**config.mk**
```make
export PLATFORM = sky130hd
export DESIGN_NAME = alu_seq_param
export DESIGN_NICKNAME = d
export VERILOG_FILES = /design/src/rtl/alu_seq_param.sv
export SDC_FILE = /design/constraint.sdc
export NUM_CORES = 1
export LEC_CHECK = 0
export CAP_MARGIN = 20
export CELL_PAD_IN_SITES_DETAIL_PLACEMENT = 0
export CELL_PAD_IN_SITES_GLOBAL_PLACEMENT = 1
export CORE_MARGIN = 1
export CORE_UTILIZATION = 49
export CTS_BUF_LIST = sky130_fd_sc_hd__clkbuf_16
export CTS_CLUSTER_DIAMETER = 30
export CTS_CLUSTER_SIZE = 30
export DETAILED_ROUTE_END_ITERATION = 6
export GPL_TIMING_DRIVEN = 0
export HOLD_SLACK_MARGIN = 0.05
export PLACE_DENSITY_LB_ADDON = 0.1
export SKIP_LAST_GASP = 1
export SLEW_MARGIN = 25
export SYNTH_ARGS = -nofsm -noshare
export SYNTH_HDL_FRONTEND = slang
export SYNTH_SLANG_ARGS = --single-unit
```
**constraint.sdc**
```tcl
create_clock -name clk -period 7.1 [get_ports clk]
set_input_delay 1.42 -clock clk [delete_from_list [all_inputs] [get_ports clk]]
set_output_delay 1.42 -clock clk [all_outputs]
set_load 0.01 [all_outputs]
```
**src/rtl/alu_seq_param.sv**
```systemverilog
// Parametrised ALU with a start/valid handshake. Logic and arithmetic ops finish in one
// cycle; unsigned MOD runs a restoring shift-subtract loop, one dividend bit per cycle.
module alu_seq_param #(
    parameter int WIDTH = 32,
    parameter int CNT_W = 6
) (
    input  logic             clk,
    input  logic             reset,
    input  logic             start,
    input  logic [WIDTH-1:0] A,
    input  logic [WIDTH-1:0] B,
    input  logic [2:0]       Aluop,
    output logic [WIDTH-1:0] result,
    output logic             valid,
    output logic             busy,
    output logic             ovf,
    output logic             div_by_zero
);

    localparam logic [0:0] S_IDLE    = 1'b0;
    localparam logic [0:0] S_MOD_RUN = 1'b1;

    localparam logic [2:0] OP_AND = 3'b000;
    localparam logic [2:0] OP_OR  = 3'b001;
    localparam logic [2:0] OP_XOR = 3'b010;
    localparam logic [2:0] OP_NOR = 3'b011;
    localparam logic [2:0] OP_SLT = 3'b100;
    localparam logic [2:0] OP_ADD = 3'b101;
    localparam logic [2:0] OP_SUB = 3'b110;
    localparam logic [2:0] OP_MOD = 3'b111;

    logic [0:0]       state;
    logic [WIDTH-1:0] a_sh;
    logic [WIDTH-1:0] b_reg;
    logic [WIDTH-1:0] rem;
    logic [CNT_W-1:0] cnt;

    logic [WIDTH-1:0] sum;
    logic [WIDTH-1:0] diff;
    logic [WIDTH-1:0] alu_res;
    logic             alu_ovf;

    logic [WIDTH-1:0] trial_lo;
    logic             trial_ge;
    logic [WIDTH-1:0] rem_next;

    assign busy = (state == S_MOD_RUN);
    assign sum  = A + B;
    assign diff = A - B;

    // NOTE: every signal written here gets a default first so no path infers a latch.
    always_comb begin
        alu_res = '0;
        alu_ovf = 1'b0;
        case (Aluop)
            OP_AND: alu_res = A & B;
            OP_OR:  alu_res = A | B;
            OP_XOR: alu_res = A ^ B;
            OP_NOR: alu_res = ~(A | B);
            OP_SLT: alu_res = {{(WIDTH-1){1'b0}}, ($signed(A) < $signed(B))};
            OP_ADD: begin
                alu_res = sum;
                alu_ovf = (A[WIDTH-1] == B[WIDTH-1]) && (sum[WIDTH-1] != A[WIDTH-1]);
            end
            OP_SUB: begin
                alu_res = diff;
                alu_ovf = (A[WIDTH-1] != B[WIDTH-1]) && (diff[WIDTH-1] != A[WIDTH-1]);
            end
            default: alu_res = '0;
        endcase
    end

    // The shifted partial remainder is WIDTH+1 bits; its top bit is rem's MSB, and when
    // set the value already exceeds B, so the W-bit wrapped subtraction is exact.
    always_comb begin
        trial_lo = {rem[WIDTH-2:0], a_sh[WIDTH-1]};
        trial_ge = rem[WIDTH-1] || (trial_lo >= b_reg);
        rem_next = trial_ge ? (trial_lo - b_reg) : trial_lo;
    end

    // NOTE: sequential state uses non-blocking assignments so all registers sample pre-edge values.
    always_ff @(posedge clk or posedge reset) begin
        if (reset) begin
            state       <= S_IDLE;
            result      <= '0;
            valid       <= 1'b0;
            ovf         <= 1'b0;
            div_by_zero <= 1'b0;
            a_sh        <= '0;
            b_reg       <= '0;
            rem         <= '0;
            cnt         <= '0;
        end else begin
            valid <= 1'b0;
            case (state)
                S_IDLE: begin
                    if (start) begin
                        if (Aluop == OP_MOD) begin
                            if (B == '0) begin
                                result      <= A;
                                valid       <= 1'b1;
                                ovf         <= 1'b0;
                                div_by_zero <= 1'b1;
                            end else begin
                                a_sh  <= A;
                                b_reg <= B;
                                rem   <= '0;
                                cnt   <= CNT_W'(WIDTH - 1);
                                state <= S_MOD_RUN;
                            end
                        end else begin
                            result      <= alu_res;
                            ovf         <= alu_ovf;
                            div_by_zero <= 1'b0;
                            valid       <= 1'b1;
                        end
                    end
                end
                S_MOD_RUN: begin
                    rem  <= rem_next;
                    a_sh <= {a_sh[WIDTH-2:0], 1'b0};
                    cnt  <= cnt - CNT_W'(1);
                    if (cnt == '0) begin
                        result      <= rem_next;
                        valid       <= 1'b1;
                        ovf         <= 1'b0;
                        div_by_zero <= 1'b0;
                        state       <= S_IDLE;
                    end
                end
                default: state <= S_IDLE;
            endcase
        end
    end

endmodule

```
# Yosys cells after proc, flatten, opt, wreduce, memory -nomap -nowiden
# Index checks and enable logic that the tools add are counted.
[totals]
regBits = 138
latch_bits = 0
mem_bits_rw = 0
mem_bits_ro = 0
inputBits = 70
output_inout_bits = 36
word_cells = 85
n_memories = 0
[op_classes]
addsub = 4
mul = 0
div = 0
order_cmp = 2
eq_ne = 16
shift = 0
mux = 39
bitwise_logic = 6
n_reduce_logical = 9
[ops]
columns = ["cell", "n"]
rows = [
  ["32-bit two-way mux", 11],
  ["32-bit case mux with 7 select lines", 1],
  ["32-bit case mux with 2 select lines", 3],
  ["32-bit subtractor", 2],
  ["32-bit adder", 1],
  ["32-bit bitwise AND", 1],
  ["32-bit greater-or-equal comparator", 1],
  ["32-bit zero test", 1],
  ["32-bit less-than comparator", 1],
  ["32-bit NOT", 1],
  ["32-bit bitwise OR", 1],
  ["32-bit XOR", 1],
  ["6-bit two-way mux", 3],
  ["1-bit two-way mux", 15],
  ["3-bit == test (second input constant)", 4],
  ["6-bit case mux with 2 select lines", 1],
  ["1-bit case mux with 2 select lines", 5],
  ["3-bit by 2-bit == test with 1-bit output (second input constant)", 2],
  ["6-bit zero test", 1],
  ["2-bit != test (second input constant)", 3],
  ["3-bit AND reduction", 2],
  ["6-bit by 1-bit subtractor with 6-bit output (second input constant)", 1],
  ["4-bit AND reduction", 1],
  ["3-bit by 1-bit == test with 1-bit output (second input constant)", 1],
  ["other kinds (8)", 12],
]

# Logic depth before layout (Yosys ltp)
[logic_depth]
ltp_word = 7
depth_mapped = 15
depth_no_buf = 14

# Least setup slack after synthesis
# No wires, ideal clock.
[synth_timing]
path_kind = "in2reg"
from = "input A[1]"
to = "register result[27]"
setup_ns = 0.124
t_arrival_ns = 4.011
setup_slack_ns = 2.965
cell_stages = 12
path_buffers = 0
path_cell_list = "inv_1 > ha_1 > o21ba_2 > or4_4 > a2111oi_4 > nor3_2 > o31ai_4 > a311oi_1 > o2bb2ai_1 > mux2i_1 > a21oi_1 > a211o_1"
[synth_between]
elab_chain_cells = 5
elab_cells_between_ends = 6
cone_classes = "add/sub (2); mux (4)"
[synth_rtl]
columns = ["item", "line_no", "rtl"]
rows = [
  ["start, declared", "10", "input logic [WIDTH-1:0] A,"],
  ["32-bit subtractor or 32-bit adder (tied branches)", "49, 48", ""],
  ["32-bit case mux with 7 select lines *", "55", "case (Aluop)"],
  ["32-bit two-way mux *", "98", "if (Aluop == OP_MOD) begin"],
  ["32-bit two-way mux *", "97", "if (start) begin"],
  ["32-bit case mux with 2 select lines *", "95", "case (state)"],
  ["end signal, assigned", "112", "result <= alu_res;"],
  ["end signal, assigned", "124", "result <= rem_next;"],
  ["end, declared", "13", "output logic [WIDTH-1:0] result,"],
]
# Every way passes the cells marked *; elsewhere a longest branch is shown, timed or not. The select of a mux whose other input is x is not followed.
# A chain may end at the register's enable or synchronous reset.

# Final worst setup path
[layout_timing]
from = "input B[4]"
to = "register result[25]"
[layout_between]
elab_chain_cells = 5
elab_cells_between_ends = 9
cone_classes = "add/sub (2); eq/ne (1); mux (4); reduce/logical (2)"
[layout_rtl]
columns = ["item", "line_no", "rtl"]
rows = [
  ["start, declared", "11", "input logic [WIDTH-1:0] B,"],
  ["32-bit subtractor or 32-bit adder (tied branches)", "49, 48", ""],
  ["32-bit case mux with 7 select lines", "55", ""],
  ["32-bit two-way mux", "98", ""],
  ["32-bit two-way mux", "97", ""],
  ["32-bit case mux with 2 select lines", "95", ""],
]
# Parallel ways exist; a longest one is shown, timed or not. The select of a mux whose other input is x is not followed.

==> flow_summary.html <==
<table>
<tr><th>Metric</th><th>Value</th></tr>
<tr><th colspan="2">Worst setup path</th></tr>
<tr><td>Endpoint kind of the worst setup timing path</td><td>flop</td></tr>
<tr><td>Critical setup path kind</td><td>in -&gt; reg</td></tr>
<tr><td>Data required, critical path</td><td>7.40 ns</td></tr>
<tr><td>Kind of cell adding the most delay to the critical path</td><td>compound AO/OA/AOI/OAI gates</td></tr>
<tr><td>CP cell instances</td><td>clkdlybuf4s50_1 -&gt; inv_1 -&gt; ha_1 -&gt; buf_2 -&gt; a21oi_1 -&gt; o21ai_0 -&gt; o211ai_1 -&gt; a21oi_1 -&gt; o31ai_1 -&gt; o21ai_0 -&gt; xnor2_1 -&gt; o22ai_1 -&gt; a21oi_1 -&gt; o32ai_1</td></tr>
<tr><td>CP Max Fanout</td><td>10</td></tr>
<tr><td>Worst-path cell with the longest stage delay</td><td>sky130_fd_sc_hd__o31ai_1</td></tr>
<tr><td>Logic depth of the worst path, buffers included</td><td>14</td></tr>
<tr><td>Category of the worst setup path launch point</td><td>primary input</td></tr>
<tr><td>Data arrival time of the critical path</td><td>6.08 ns</td></tr>
<tr><td>First element of the critical path</td><td>B[4]</td></tr>
<tr><td>Slowest Stage Delay on Critical Path</td><td>0.96 ns</td></tr>
<tr><td>Launch instance of the worst register-to-register path</td><td>a_sh[31]</td></tr>
<tr><td>CP bufs+invs</td><td>3</td></tr>
<tr><td>Most common cell type on the critical path</td><td>sky130_fd_sc_hd__a21oi_1</td></tr>
<tr><td>Reg2reg path depth</td><td>15</td></tr>
<tr><th colspan="2">STA</th></tr>
<tr><td>Minimum setup slack in the final design</td><td>1.326 ns</td></tr>
<tr><td>RSZ-0062 raised after global routing</td><td>false</td></tr>
<tr><td>Layout Skew</td><td>0.01466 ns</td></tr>
<tr><td>Total Neg Setup Slack</td><td>0 ns</td></tr>
<tr><td>Final setup viols</td><td>0</td></tr>
<tr><td>Peak Freq</td><td>173.2 MHz</td></tr>
<tr><td>Relative slew slack</td><td>0.2494</td></tr>
<tr><td>Max-slew violation total from the final report</td><td>0</td></tr>
<tr><td>Tmin final</td><td>5.774 ns</td></tr>
<tr><td>Transition time at the pin with the least slew margin</td><td>1.116 ns</td></tr>
<tr><td>Period utilization</td><td>0.8132</td></tr>
<tr><td>Number of hold violations in the final report</td><td>0</td></tr>
<tr><th colspan="2">Route</th></tr>
<tr><td>DRC violation count after routing</td><td>0</td></tr>
<tr><td>Detailed Routing Iterations Pass 1</td><td>6</td></tr>
<tr><td>Vias per cell</td><td>6.469</td></tr>
<tr><td>Wire length per cell after detailed routing</td><td>25.57 um</td></tr>
<tr><td>Wire length reported by the detailed router</td><td>58.07 mm</td></tr>
<tr><td>Number of violations reported at the end of detailed-routing iteration 0</td><td>1623</td></tr>
<tr><td>Detailed-route via count</td><td>14690</td></tr>
<tr><td>Post-route antenna net violation count</td><td>0</td></tr>
<tr><th colspan="2">CTS</th></tr>
<tr><td># resized after CTS</td><td>0</td></tr>
<tr><td>Clock latency on the worst-skew pair</td><td>0.44 ns</td></tr>
<tr><td>Number of buffers created by CTS</td><td>17</td></tr>
<tr><td>Clock tree sinks</td><td>138</td></tr>
<tr><td>Clk slew on worst S/H paths</td><td>0.07 ns</td></tr>
<tr><td>Clk buf depth</td><td>2</td></tr>
<tr><td>Number of buffers added for setup after CTS</td><td>0</td></tr>
<tr><td>H-tree lvl count</td><td>4</td></tr>
<tr><td>CTS tree</td><td>built</td></tr>
<tr><td>Clock Root Buffer</td><td>sky130_fd_sc_hd__clkbuf_16</td></tr>
<tr><td>Hold Buf Count CTS</td><td>0</td></tr>
<tr><th colspan="2">Run status</th></tr>
<tr><td>Outcome</td><td>completed</td></tr>
<tr><th colspan="2">Finish</th></tr>
<tr><td>Layout Nets</td><td>2100</td></tr>
<tr><td>Number of filler instances in the final layout</td><td>2597</td></tr>
<tr><td>Area Overhead vs Synth</td><td>15.46%</td></tr>
<tr><td>Final standard cell area without fillers</td><td>0.01587 mm2</td></tr>
<tr><td>Fraction of final layout cells sized beyond drive strength 1</td><td>0.04426</td></tr>
<tr><th colspan="2">Power</th></tr>
<tr><td>Internal cell power</td><td>0.003430 W</td></tr>
<tr><td>Clock group share of total power</td><td>0.138</td></tr>
<tr><td>Pwr Density</td><td>424.6 mW/mm2</td></tr>
<tr><td>Sequential power share</td><td>0.212</td></tr>
<tr><td>Power dissipated by switching net loads</td><td>0.003309 W</td></tr>
<tr><td>Switching share of power</td><td>0.4910</td></tr>
<tr><td>Static leakage</td><td>7.016 nW</td></tr>
<tr><td>Worst supply voltage drop on vdd</td><td>0.2423 mV</td></tr>
<tr><td>Combinational fraction of design power</td><td>0.650</td></tr>
<tr><th colspan="2">Yosys</th></tr>
<tr><td>Biggest area consumer among synthesized cells</td><td>sky130_fd_sc_hd__dfrtp_1</td></tr>
<tr><td>Count of synthesis-stage warnings from yosys</td><td>0</td></tr>
<tr><td>Cell count after synthesis</td><td>1761</td></tr>
<tr><td>Count of different cell masters after synthesis</td><td>86</td></tr>
<tr><td>Area fraction of the dominant cell type after synthesis</td><td>0.2513</td></tr>
<tr><td>Synth Net Count</td><td>1976</td></tr>
<tr><td>Sequential cell area fraction in the yosys report</td><td>0.2513</td></tr>
<tr><td>Synthesis-stage register bit count</td><td>138</td></tr>
<tr><td>Cell Area, Synth</td><td>0.01374 mm2</td></tr>
<tr><td>Number of flops mapped to enable cells by yosys</td><td>0</td></tr>
<tr><td>Syn Area/Cell</td><td>7.805 um2</td></tr>
<tr><td>Post-synth ARST share</td><td>1.000</td></tr>
<tr><td>Largest cells by area after synthesis</td><td>sky130_fd_sc_hd__dfrtp_1 (25%), sky130_fd_sc_hd__ha_1 (13%), sky130_fd_sc_hd__o21ai_0 (6.2%), sky130_fd_sc_hd__a21oi_1 (5.2%), sky130_fd_sc_hd__nand2_1 (4.7%)</td></tr>
<tr><td>Prevailing post-synth register cell</td><td>sky130_fd_sc_hd__dfrtp_1</td></tr>
<tr><th colspan="2">Floorplanning</th></tr>
<tr><td>Area of the core region</td><td>0.02725 mm2</td></tr>
<tr><td>Initial Util</td><td>0.5044</td></tr>
<tr><td>Number of rows in the core area</td><td>60</td></tr>
<tr><td>Area of the die</td><td>0.02872 mm2</td></tr>
<tr><td># IOs</td><td>106</td></tr>
<tr><td>Die Width</td><td>169.5 um</td></tr>
<tr><td>Die boundary height</td><td>169.5 um</td></tr>
<tr><th colspan="2">Placement</th></tr>
<tr><td>Final estimated routing congestion in global placement</td><td>1.008</td></tr>
<tr><td>Count of input and output buffers</td><td>104</td></tr>
<tr><td>Pre-CTS setup slack</td><td>1.238 ns</td></tr>
<tr><td>Instance area at placement</td><td>0.01529 mm2</td></tr>
<tr><td>Detailed Place HPWL</td><td>45.63 mm</td></tr>
<tr><th colspan="2">Global route</th></tr>
<tr><td>Largest net degree at the start of global routing</td><td>94</td></tr>
<tr><td>Total congestion overflow</td><td>0</td></tr>
<tr><td>Via count of the first global-routing pass</td><td>13955</td></tr>
<tr><td>Wire length of the first global-routing pass</td><td>86.17 mm</td></tr>
<tr><td>Initial antenna violation count</td><td>2</td></tr>
<tr><td>GRT Util Overall</td><td>0.4060</td></tr>
<tr><th colspan="2">Hold path</th></tr>
<tr><td>Hold_sp</td><td>b_reg[17]</td></tr>
<tr><td>Hold Path Class</td><td>reg -&gt; reg</td></tr>
<tr><td>Hold-critical path depth</td><td>2</td></tr>
<tr><th colspan="2">Run</th></tr>
<tr><td>Max_cap viols</td><td>0</td></tr>
</table>
[power by group through the flow]
stage | Combinational, W | Sequential, W | Clock [W]
floorplan | 0.00296 | 0.00140 | 0
global placement | 0.00421 | 0.00142 | 0
detailed placement | 0.00426 | 0.00143 | 0
CTS | 0.00430 | 0.00142 | 0.000932
global route | 0.00476 | 0.00146 | 0.000957
finish | 0.00438 | 0.00143 | 0.000933
[through the flow]
| step | hold WS, ns | std cells | utilization | total power [W] |
|---|---|---|---|---|
| 6_report | 0.4794 | 2271 | 0.5823 | 0.006739 |
| 3_5_place_dp | 0.4696 | 2238 | 0.5609 | 0.005695 |
| 5_1_grt | 0.4960 | 2270 | 0.5822 | 0.007184 |
| 2_1_floorplan | 0.4497 | 1761 | - | 0.004364 |
| 3_3_place_gp | 0.4621 | 2237 | 0.5596 | 0.005627 |
| 4_1_cts | 0.4821 | 2270 | 0.5822 | 0.006650 |
[worst register-to-register path: stages, from the launching register on]
cell and delay [ns]:
sky130_fd_sc_hd__dfrtp_1 0.39, sky130_fd_sc_hd__inv_1 0.08, sky130_fd_sc_hd__ha_1 0.19, sky130_fd_sc_hd__inv_1 0.06, sky130_fd_sc_hd__fa_1 0.41, sky130_fd_sc_hd__nand3_1 0.16, sky130_fd_sc_hd__nand3_1 0.12, sky130_fd_sc_hd__nand3_1 0.14
sky130_fd_sc_hd__a31oi_1 0.16, sky130_fd_sc_hd__o31ai_2 0.26, sky130_fd_sc_hd__nor2_1 0.11, sky130_fd_sc_hd__a2111oi_4 0.68, sky130_fd_sc_hd__buf_6 0.27, sky130_fd_sc_hd__mux2i_1 0.40, sky130_fd_sc_hd__a221oi_1 0.18, sky130_fd_sc_hd__a21o_1 0.20
[synth_stat cells (23+ instances only)]
master                     count
sky130_fd_sc_hd__nand2_1     173
sky130_fd_sc_hd__o21ai_0     169
sky130_fd_sc_hd__a21oi_1     142
sky130_fd_sc_hd__ha_1        142
sky130_fd_sc_hd__dfrtp_1     138
sky130_fd_sc_hd__inv_1       134
sky130_fd_sc_hd__nor2_1      131
sky130_fd_sc_hd__clkbuf_1     91
sky130_fd_sc_hd__a21o_1       44
sky130_fd_sc_hd__nand3_1      44
sky130_fd_sc_hd__a211oi_1     38
sky130_fd_sc_hd__mux2i_1      38
sky130_fd_sc_hd__xnor2_1      37
sky130_fd_sc_hd__xor2_1       29
sky130_fd_sc_hd__nor3_1       28
sky130_fd_sc_hd__o211ai_1     23
[cell families (layout without fill, tap and decap cells)]
family,count (synthesis),count (layout),synth area share
AOI/OAI and AO/OA,623,623,0.2998
xor gates and xnor gates,66,66,0.04206
adders and majority gates,145,145,0.1336
DFF,138,138,0.2513
muxes,51,51,0.03860
and+or+nand+nor,490,490,0.1638
other,0,1,0
buffers and inverters,248,385,0.07091
[cells in the final DEF, fill, tap and decap left out, types with 15 or more instances in the layout]
master                            instances
sky130_fd_sc_hd__nand4_1                 19
sky130_fd_sc_hd__inv_1                  133
sky130_fd_sc_hd__nor4_1                  17
sky130_fd_sc_hd__nand3_1                 44
sky130_fd_sc_hd__clkdlybuf4s50_1        104
sky130_fd_sc_hd__o21ai_0                169
sky130_fd_sc_hd__a221oi_1                20
sky130_fd_sc_hd__a21oi_1                142
sky130_fd_sc_hd__a211oi_1                38
sky130_fd_sc_hd__xnor2_1                 37
sky130_fd_sc_hd__dfrtp_1                138
sky130_fd_sc_hd__o22ai_1                 18
sky130_fd_sc_hd__ha_1                   142
sky130_fd_sc_hd__a21o_1                  44
sky130_fd_sc_hd__nor2_1                 131
sky130_fd_sc_hd__clkbuf_1                91
sky130_fd_sc_hd__xor2_1                  29
sky130_fd_sc_hd__nand2_1                173
sky130_fd_sc_hd__a31oi_1                 16
sky130_fd_sc_hd__nor2b_1                 20
sky130_fd_sc_hd__clkbuf_16               17
sky130_fd_sc_hd__o211ai_1                23
sky130_fd_sc_hd__o21bai_1                16
sky130_fd_sc_hd__mux2i_1                 38
sky130_fd_sc_hd__o221ai_1                15
sky130_fd_sc_hd__nor3_1                  28
[cell type report]
type	instances	area [um2]	area share
diodes	1	2.502	0.0001577
plain buffers	112	464.2	0.02925
clock buffers	17	425.4	0.02681
clock inverters	15	155.1	0.009777
inverters	136	518.0	0.03264
multi-input cells	1375	9316	0.5871
flip-flops and latches	138	3453	0.2176
well taps	372	465.4	0.02933
repair buffers	105	1069	0.06733
[metal layers]
metal  part of all wire  vias up  global-route usage
met5                  0        -                   0
met4              0.037        0              0.1485
met3              0.096      143             0.07929
met2               0.44      809              0.6370
met1               0.42     7133              0.5534
li1                   -     6605                   -
[worst paths after layout]
| check | to | slack (ns) |
|---|---|---|
| hold reg to reg | b_reg[17] | 0.48 |
| hold / removal | b_reg[17] | 0.48 |
| setup reg to reg | result[8] | 3.19 |
| min in group asynchronous | rem[6] | 1.36 |
| max in group asynchronous | rem[28] | 4.94 |
| setup / recovery | result[25] | 1.33 |
No activity file was read; power rests on OpenSTA's default activity.
